## config.mk

```make
export PLATFORM = sky130hd
export DESIGN_NAME = pipeline_hazard_ctrl
export DESIGN_NICKNAME = d
export VERILOG_FILES = /design/src/rtl/pipeline_hazard_ctrl_pkg.sv /design/src/rtl/pipeline_hazard_ctrl_operand_match.sv /design/src/rtl/pipeline_hazard_ctrl.sv
export SDC_FILE = /design/constraint.sdc
export NUM_CORES = 1
export LEC_CHECK = 0
export ABC_CLOCK_PERIOD_IN_PS = 3010
export CAP_MARGIN = 20
export CELL_PAD_IN_SITES_DETAIL_PLACEMENT = 0
export CELL_PAD_IN_SITES_GLOBAL_PLACEMENT = 1
export CORE_ASPECT_RATIO = 2
export CORE_MARGIN = 2
export CORE_UTILIZATION = 37
export CTS_CLUSTER_SIZE = 28
export DETAILED_ROUTE_END_ITERATION = 12
export GPL_ROUTABILITY_DRIVEN = 0
export PLACE_DENSITY = 0.86
export SETUP_SLACK_MARGIN = 0.02
export SLEW_MARGIN = 25
export SYNTH_ARGS = -nofsm -noshare
export SYNTH_HDL_FRONTEND = slang
export SYNTH_SLANG_ARGS = --single-unit
```

## constraint.sdc

```tcl
create_clock -name clock -period 3.01 [get_ports clock]
set_input_delay 0.602 -clock clock [delete_from_list [all_inputs] [get_ports clock]]
set_output_delay 0.602 -clock clock [all_outputs]
set_load 0.005 [all_outputs]
```

## src/rtl/pipeline_hazard_ctrl_pkg.sv

```systemverilog
// Shared definitions for the pipeline hazard controller: stage indices, the
// zero register number and the shadow-pipeline entry layout.
package pipeline_hazard_ctrl_pkg;

    localparam int STAGE_EX  = 1;
    localparam int STAGE_MEM = 2;
    localparam int STAGE_WB  = 3;

    localparam logic [4:0] REG_ZR = 5'd31;

    typedef struct packed {
        logic       valid;
        logic [4:0] rd;
        logic       regwrite;
        logic       is_load;
    } shadow_entry_t;

    // True when this in-flight instruction produces the register the operand reads.
    function automatic logic entry_writes(input shadow_entry_t e,
                                          input logic [4:0]    r,
                                          input logic          used);
        return e.valid && e.regwrite && used && (e.rd == r) && (e.rd != REG_ZR);
    endfunction

endpackage

```

## src/rtl/pipeline_hazard_ctrl_operand_match.sv

```systemverilog
// Compares one ID source operand against every shadow entry and reports the
// forwarding source it will need in EX plus whether a load is still too young.
module hazard_operand_match
    import pipeline_hazard_ctrl_pkg::*;
#(
    parameter int NSTAGE         = STAGE_WB,
    parameter int LOAD_FWD_STAGE = STAGE_WB,
    parameter int FW             = $clog2(NSTAGE + 1)
) (
    input  shadow_entry_t [NSTAGE:1] entries_i,
    input  logic [4:0]               reg_i,
    input  logic                     used_i,
    output logic [FW-1:0]            sel_o,
    output logic                     load_hit_o
);

    always_comb begin
        sel_o      = '0;
        load_hit_o = 1'b0;
        // Scan from the oldest forwardable entry down so the youngest producer wins;
        // an entry at stage k sits one stage further on once the consumer reaches EX.
        for (int k = NSTAGE - 1; k >= STAGE_EX; k--) begin
            if (entry_writes(entries_i[k], reg_i, used_i)) begin
                sel_o = FW'(k - STAGE_EX + STAGE_MEM);
            end
        end
        for (int k = STAGE_EX; k <= NSTAGE; k++) begin
            if (entry_writes(entries_i[k], reg_i, used_i) && entries_i[k].is_load
                && (k + 1 < LOAD_FWD_STAGE)) begin
                load_hit_o = 1'b1;
            end
        end
    end

endmodule

```

## src/rtl/pipeline_hazard_ctrl.sv

```systemverilog
// Hazard controller: tracks in-flight destinations in a shadow pipeline and
// derives forwarding selects, load-use stalls, memory freezes and flushes.
module pipeline_hazard_ctrl
    import pipeline_hazard_ctrl_pkg::*;
#(
    parameter int  NSTAGE         = STAGE_WB,
    parameter int  LOAD_FWD_STAGE = STAGE_WB,
    parameter int  FLUSH_STAGES   = 0,
    parameter int  CNT_W          = 32,
    localparam int FW             = $clog2(NSTAGE + 1)
) (
    input  logic             clock,
    input  logic             reset,
    input  logic             id_valid,
    input  logic [4:0]       id_rn,
    input  logic [4:0]       id_rm,
    input  logic [4:0]       id_rd,
    input  logic             id_rn_used,
    input  logic             id_rm_used,
    input  logic             id_regwrite,
    input  logic             id_memread,
    input  logic             flush,
    input  logic             mem_wait,
    output logic             stall,
    output logic             bubble,
    output logic             freeze,
    output logic             flush_ifid,
    output logic [FW-1:0]    ex_fwd_a,
    output logic [FW-1:0]    ex_fwd_b,
    output logic [CNT_W-1:0] stall_cnt
);

    shadow_entry_t [NSTAGE:1] shadow_q, shadow_d;
    logic                     flush_pend_q, flush_pend_d;
    logic [FW-1:0]            fwd_a_q, fwd_a_d;
    logic [FW-1:0]            fwd_b_q, fwd_b_d;
    logic [CNT_W-1:0]         stall_cnt_q, stall_cnt_d;

    logic [FW-1:0]            sel_a, sel_b;
    logic                     hit_a, hit_b;
    logic                     flush_eff, load_use, stall_int;

    hazard_operand_match #(
        .NSTAGE         (NSTAGE),
        .LOAD_FWD_STAGE (LOAD_FWD_STAGE),
        .FW             (FW)
    ) u_match_rn (
        .entries_i  (shadow_q),
        .reg_i      (id_rn),
        .used_i     (id_rn_used),
        .sel_o      (sel_a),
        .load_hit_o (hit_a)
    );

    hazard_operand_match #(
        .NSTAGE         (NSTAGE),
        .LOAD_FWD_STAGE (LOAD_FWD_STAGE),
        .FW             (FW)
    ) u_match_rm (
        .entries_i  (shadow_q),
        .reg_i      (id_rm),
        .used_i     (id_rm_used),
        .sel_o      (sel_b),
        .load_hit_o (hit_b)
    );

    // A memory wait freezes everything and postpones any flush; a flush wins over
    // a load-use stall because the stalled ID instruction is being discarded anyway.
    always_comb begin
        flush_eff  = (flush | flush_pend_q) & ~mem_wait;
        load_use   = id_valid & (hit_a | hit_b) & ~mem_wait;
        stall_int  = load_use & ~flush_eff;
        stall      = stall_int & ~reset;
        bubble     = (load_use | flush_eff) & ~reset;
        freeze     = mem_wait & ~reset;
        flush_ifid = flush_eff & ~reset;
    end

    always_comb begin
        shadow_d     = shadow_q;
        flush_pend_d = flush_pend_q;
        fwd_a_d      = fwd_a_q;
        fwd_b_d      = fwd_b_q;
        stall_cnt_d  = stall_cnt_q;
        if (mem_wait) begin
            flush_pend_d = flush_pend_q | flush;
        end else begin
            flush_pend_d = 1'b0;
            fwd_a_d      = sel_a;
            fwd_b_d      = sel_b;
            if (stall_int && (stall_cnt_q != '1)) begin
                stall_cnt_d = stall_cnt_q + CNT_W'(1);
            end
            // The youngest FLUSH_STAGES entries are squashed as they advance.
            for (int k = NSTAGE; k > STAGE_EX; k--) begin
                shadow_d[k] = shadow_q[k-1];
                if (flush_eff && ((k - 1) <= FLUSH_STAGES)) begin
                    shadow_d[k].valid = 1'b0;
                end
            end
            shadow_d[STAGE_EX] = '{valid:    id_valid & ~stall_int & ~flush_eff,
                                   rd:       id_rd,
                                   regwrite: id_regwrite,
                                   is_load:  id_memread};
        end
    end

    always_ff @(posedge clock) begin
        if (reset) begin
            shadow_q     <= '0;
            flush_pend_q <= 1'b0;
            fwd_a_q      <= '0;
            fwd_b_q      <= '0;
            stall_cnt_q  <= '0;
        end else begin
            shadow_q     <= shadow_d;
            flush_pend_q <= flush_pend_d;
            fwd_a_q      <= fwd_a_d;
            fwd_b_q      <= fwd_b_d;
            stall_cnt_q  <= stall_cnt_d;
        end
    end

    assign ex_fwd_a  = fwd_a_q;
    assign ex_fwd_b  = fwd_b_q;
    assign stall_cnt = stall_cnt_q;

    // A frozen pipe never stalls, and every stall is accompanied by a bubble.
    assert property (@(posedge clock) disable iff (reset) freeze |-> (!stall && !bubble));
    assert property (@(posedge clock) disable iff (reset) stall |-> bubble);

endmodule

```

==> results by group <==
Yosys
  – Ys flop type: dfxtp_1
  – Synth cell count leaders: 52 x dfxtp_1, 36 x nor2_1, 30 x a21oi_1
  – Synth cell types: slightly above 40
  – Net Count, Synth: 342
  – Area leader, netlist: dfxtp_1
  – Most numerous cell in the Yosys netlist: dfxtp_1
  – Asr flop ratio synth: 0%
  – Yosys warnings: 0
  – Mapped Avg Cell Area: 8.61 um2
  – Number of synthesized register bits: 52
  – Syn Inst Count: roughly 320
  – Mapped cell area: 2730 um2
  – Sequential fraction of the synthesis area: 38.1%
  – Top-area cell type share of the netlist area: roughly two fifths
  – EDFF count, synth: 0
  – Top cells by area, synth: dfxtp_1 38%, mux2i_1 5.9%, a21oi_1 5.5%, xor2_1 5.1%, nor2_1 4.9%

Setup path
  – Delay of the slowest critical-path stage: 270 ps
  – Critical path class: input port to output pin
  – Critical path cell sequence: dlygate4sd2_1, xor2_1, nor4_1, nand3_1, buf_4, buf_6, a21o_4, nor2_4, clkdlybuf4s15_1
  – Worst path slowest cell: nor4_1
  – Reg2reg start: shadow_q[6]
  – CP startpoint: id_rm[0]
  – Largest fanout on the critical path: 5
  – CP Data Required Time: 2410 ps
  – Worst Path Arrival: 2240 ps
  – Critical path startpoint category: input port
  – Crit end category: output pin

Global route
  – Vias in the first global route: 2603
  – GR Util All Layers: roughly a fifth
  – Pin count of the biggest net entering global routing: 45
  – Total gr overflow: 0
  – First-pass GRT wire length: 12100 um
  – Initial antenna violation count: 0

Timing
  – Max_slew headroom: 60.7%
  – Clock skew: 5.33 ps
  – RSZ-0062 raised after global routing: no
  – Final Setup Violations: 0
  – Final hold vios: 0
  – F_max: 352 MHz
  – Final period util: roughly 94%
  – Crit path time final: 2840 ps
  – Tightest Pin Transition: 585 ps
  – Pins Over Slew Limit: 0

Detailed routing
  – Drt total wl: approximately 7500 um
  – Detailed-router iteration count before antenna repair: 4
  – Vias per std cell: approximately 5.5
  – Mean routed wirelength per cell: 15.5 um
  – Via count: 2657
  – Number of remaining DRC errors: 0
  – Antenna Nets Post-Route: 0
  – DR iter-0 viols: 110

Run status
  – Status: finished, final reports clean

Floorplanning
  – Ports: 64
  – Die H: 125 um
  – DIE AREA: 8120 um2
  – Die Wd: 64.7 um
  – Core ar.: 7210 um2
  – Cell Rows: 44
  – Starting Density: 37.9%

Finish
  – Layout area overhead: 36.7%
  – Antenna cells: 0
  – Post-layout util: 51.8%
  – Layout cells sized above 1: 12.4%
  – Net count, final: 421

Clock tree
  – H-tree depth: 2
  – Clock-pin transition on the worst setup and hold timing paths: 60 ps
  – Worst skew pair latency: just under 300 ps
  – Inserted Clock Buffers: 5
  – Clk buf depth: 2
  – Total clock sinks: 52
  – Hold_buf cts: 0
  – Root Buffer Master: clkbuf_16
  – CTS tree: yes

Power
  – Total power: 1350 uW
  – Leakage: 0.00136 uW
  – Peak supply drop: 275 uV
  – Pwr Density: 360 nW/um2

Worst hold path
  – Hold Startpoint: ex_fwd_b[0]
  – Hold crit path type: flop to flop

Run
  – Max-cap viol count: 0

Place
  – Port Buffers: 63
  – Post-DP HPWL: between 5000 and 6000 um
==> logic make-up (layout without fill, tap and decap cells) <==
group	count (synthesis)	count (layout)	share of synthesized area [%]
mux	20	20	7.52
xor+xnor	21	21	6.74
flops	52	52	38.1
buf+inv	19	96	2.93
fa+ha+maj	1	1	0.458
simple gates	139	139	28.9
compound gates	65	65	15.3
==> per-layer routing <==
layer  part of all wire (%)  vias to the layer above  GRT usage [%]
met5                      0                        -              0
met4                    2.9                        0           8.39
met3                    3.8                       14           3.60
met2                     57                       64           36.4
met1                     37                     1259           18.8
li1                       -                     1320              -
==> final timing paths <==
kind,end,slack (ps),cells past startpoint
worst min-delay path,ex_fwd_b[0],460,2
worst max-delay path,stall,170,9
worst max register to register,stall_cnt[23],370,9
worst min register to register,ex_fwd_b[0],460,2
==> registers in the layout, indices dropped and copies added (netlist names) <==
register and flops:
shadow_q 15, ex_fwd_a 2, ex_fwd_b 2, stall_cnt 32, flush_pend_q 1
==> layout make-up <==
class                   instances  area [um2]
repair buffers                 87         808
clock buffers                   5         125
inverters                       4        15.0
fillers                       699        3480
well taps                      92         115
multi-input cells             246        1630
flip-flops and latches         52        1040
==> stage by stage <==
step / setup TNS, ps / cell area (um2) / instances / setup slack [ps] / hold slack (ps)
6_report: 0 / 3730 / 486 / 167 / 459
5_1_grt: 0 / 3730 / 486 / 21.3 / 482
4_1_cts: 0 / 3720 / 486 / 40.2 / 467
3_5_place_dp: -1110 / 3570 / 479 / -351 / 458
3_3_place_gp: -1260 / 3570 / 479 / -416 / 453
2_1_floorplan: 0 / 2730 / 317 / 363 / 448
==> placed cells by master (no fill, tap or decap), drive strengths merged, types with 2 or more instances in the layout <==
| cell | instances |
|---|---|
| nand3b | 5 |
| nand2 | 17 |
| nand3 | 14 |
| clkbuf | 5 |
| a21bo | 3 |
| nand2b | 2 |
| xor2 | 16 |
| dlygate4sd2 | 3 |
| inv | 4 |
| mux2i | 16 |
| nor3 | 4 |
| nand4 | 16 |
| o21ai | 10 |
| o31ai | 10 |
| or4 | 11 |
| o41ai | 3 |
| nor2 | 36 |
| xnor2 | 5 |
| dfxtp | 52 |
| nand4b | 3 |
| nor2b | 6 |
| dlymetal6s2s | 3 |
| clkdlybuf4s50 | 54 |
| or3 | 10 |
| a31o | 2 |
| and3 | 5 |
| a21oi | 30 |
| buf | 26 |
| a211oi | 2 |
| o21bai | 2 |
| nor4 | 9 |
| mux2 | 4 |
==> power by group <==
group          leakage [uW]  switching (uW)  total, uW  internal, uW
Clock             0.0000616             223        517           294
Sequential         0.000421            14.5        712           698
Combinational      0.000876            51.7        115          63.7
==> worst max-delay path: cells and delay by family <==
| kind | cells | cell delay (ps) |
|---|---|---|
| compound gates | 1 | 200 |
| xor+xnor | 1 | 150 |
| buf+inv | 4 | 760 |
| simple gates | 3 | 530 |
==> repair_timing <==
item,CTS,global route
endpoints found under the hold margin,0,0
pin swaps,5,5
setup endpoints to repair,2,3
gates resized for setup,13,4
setup buffers,2,0
No activity file was read; power rests on OpenSTA's default activity.
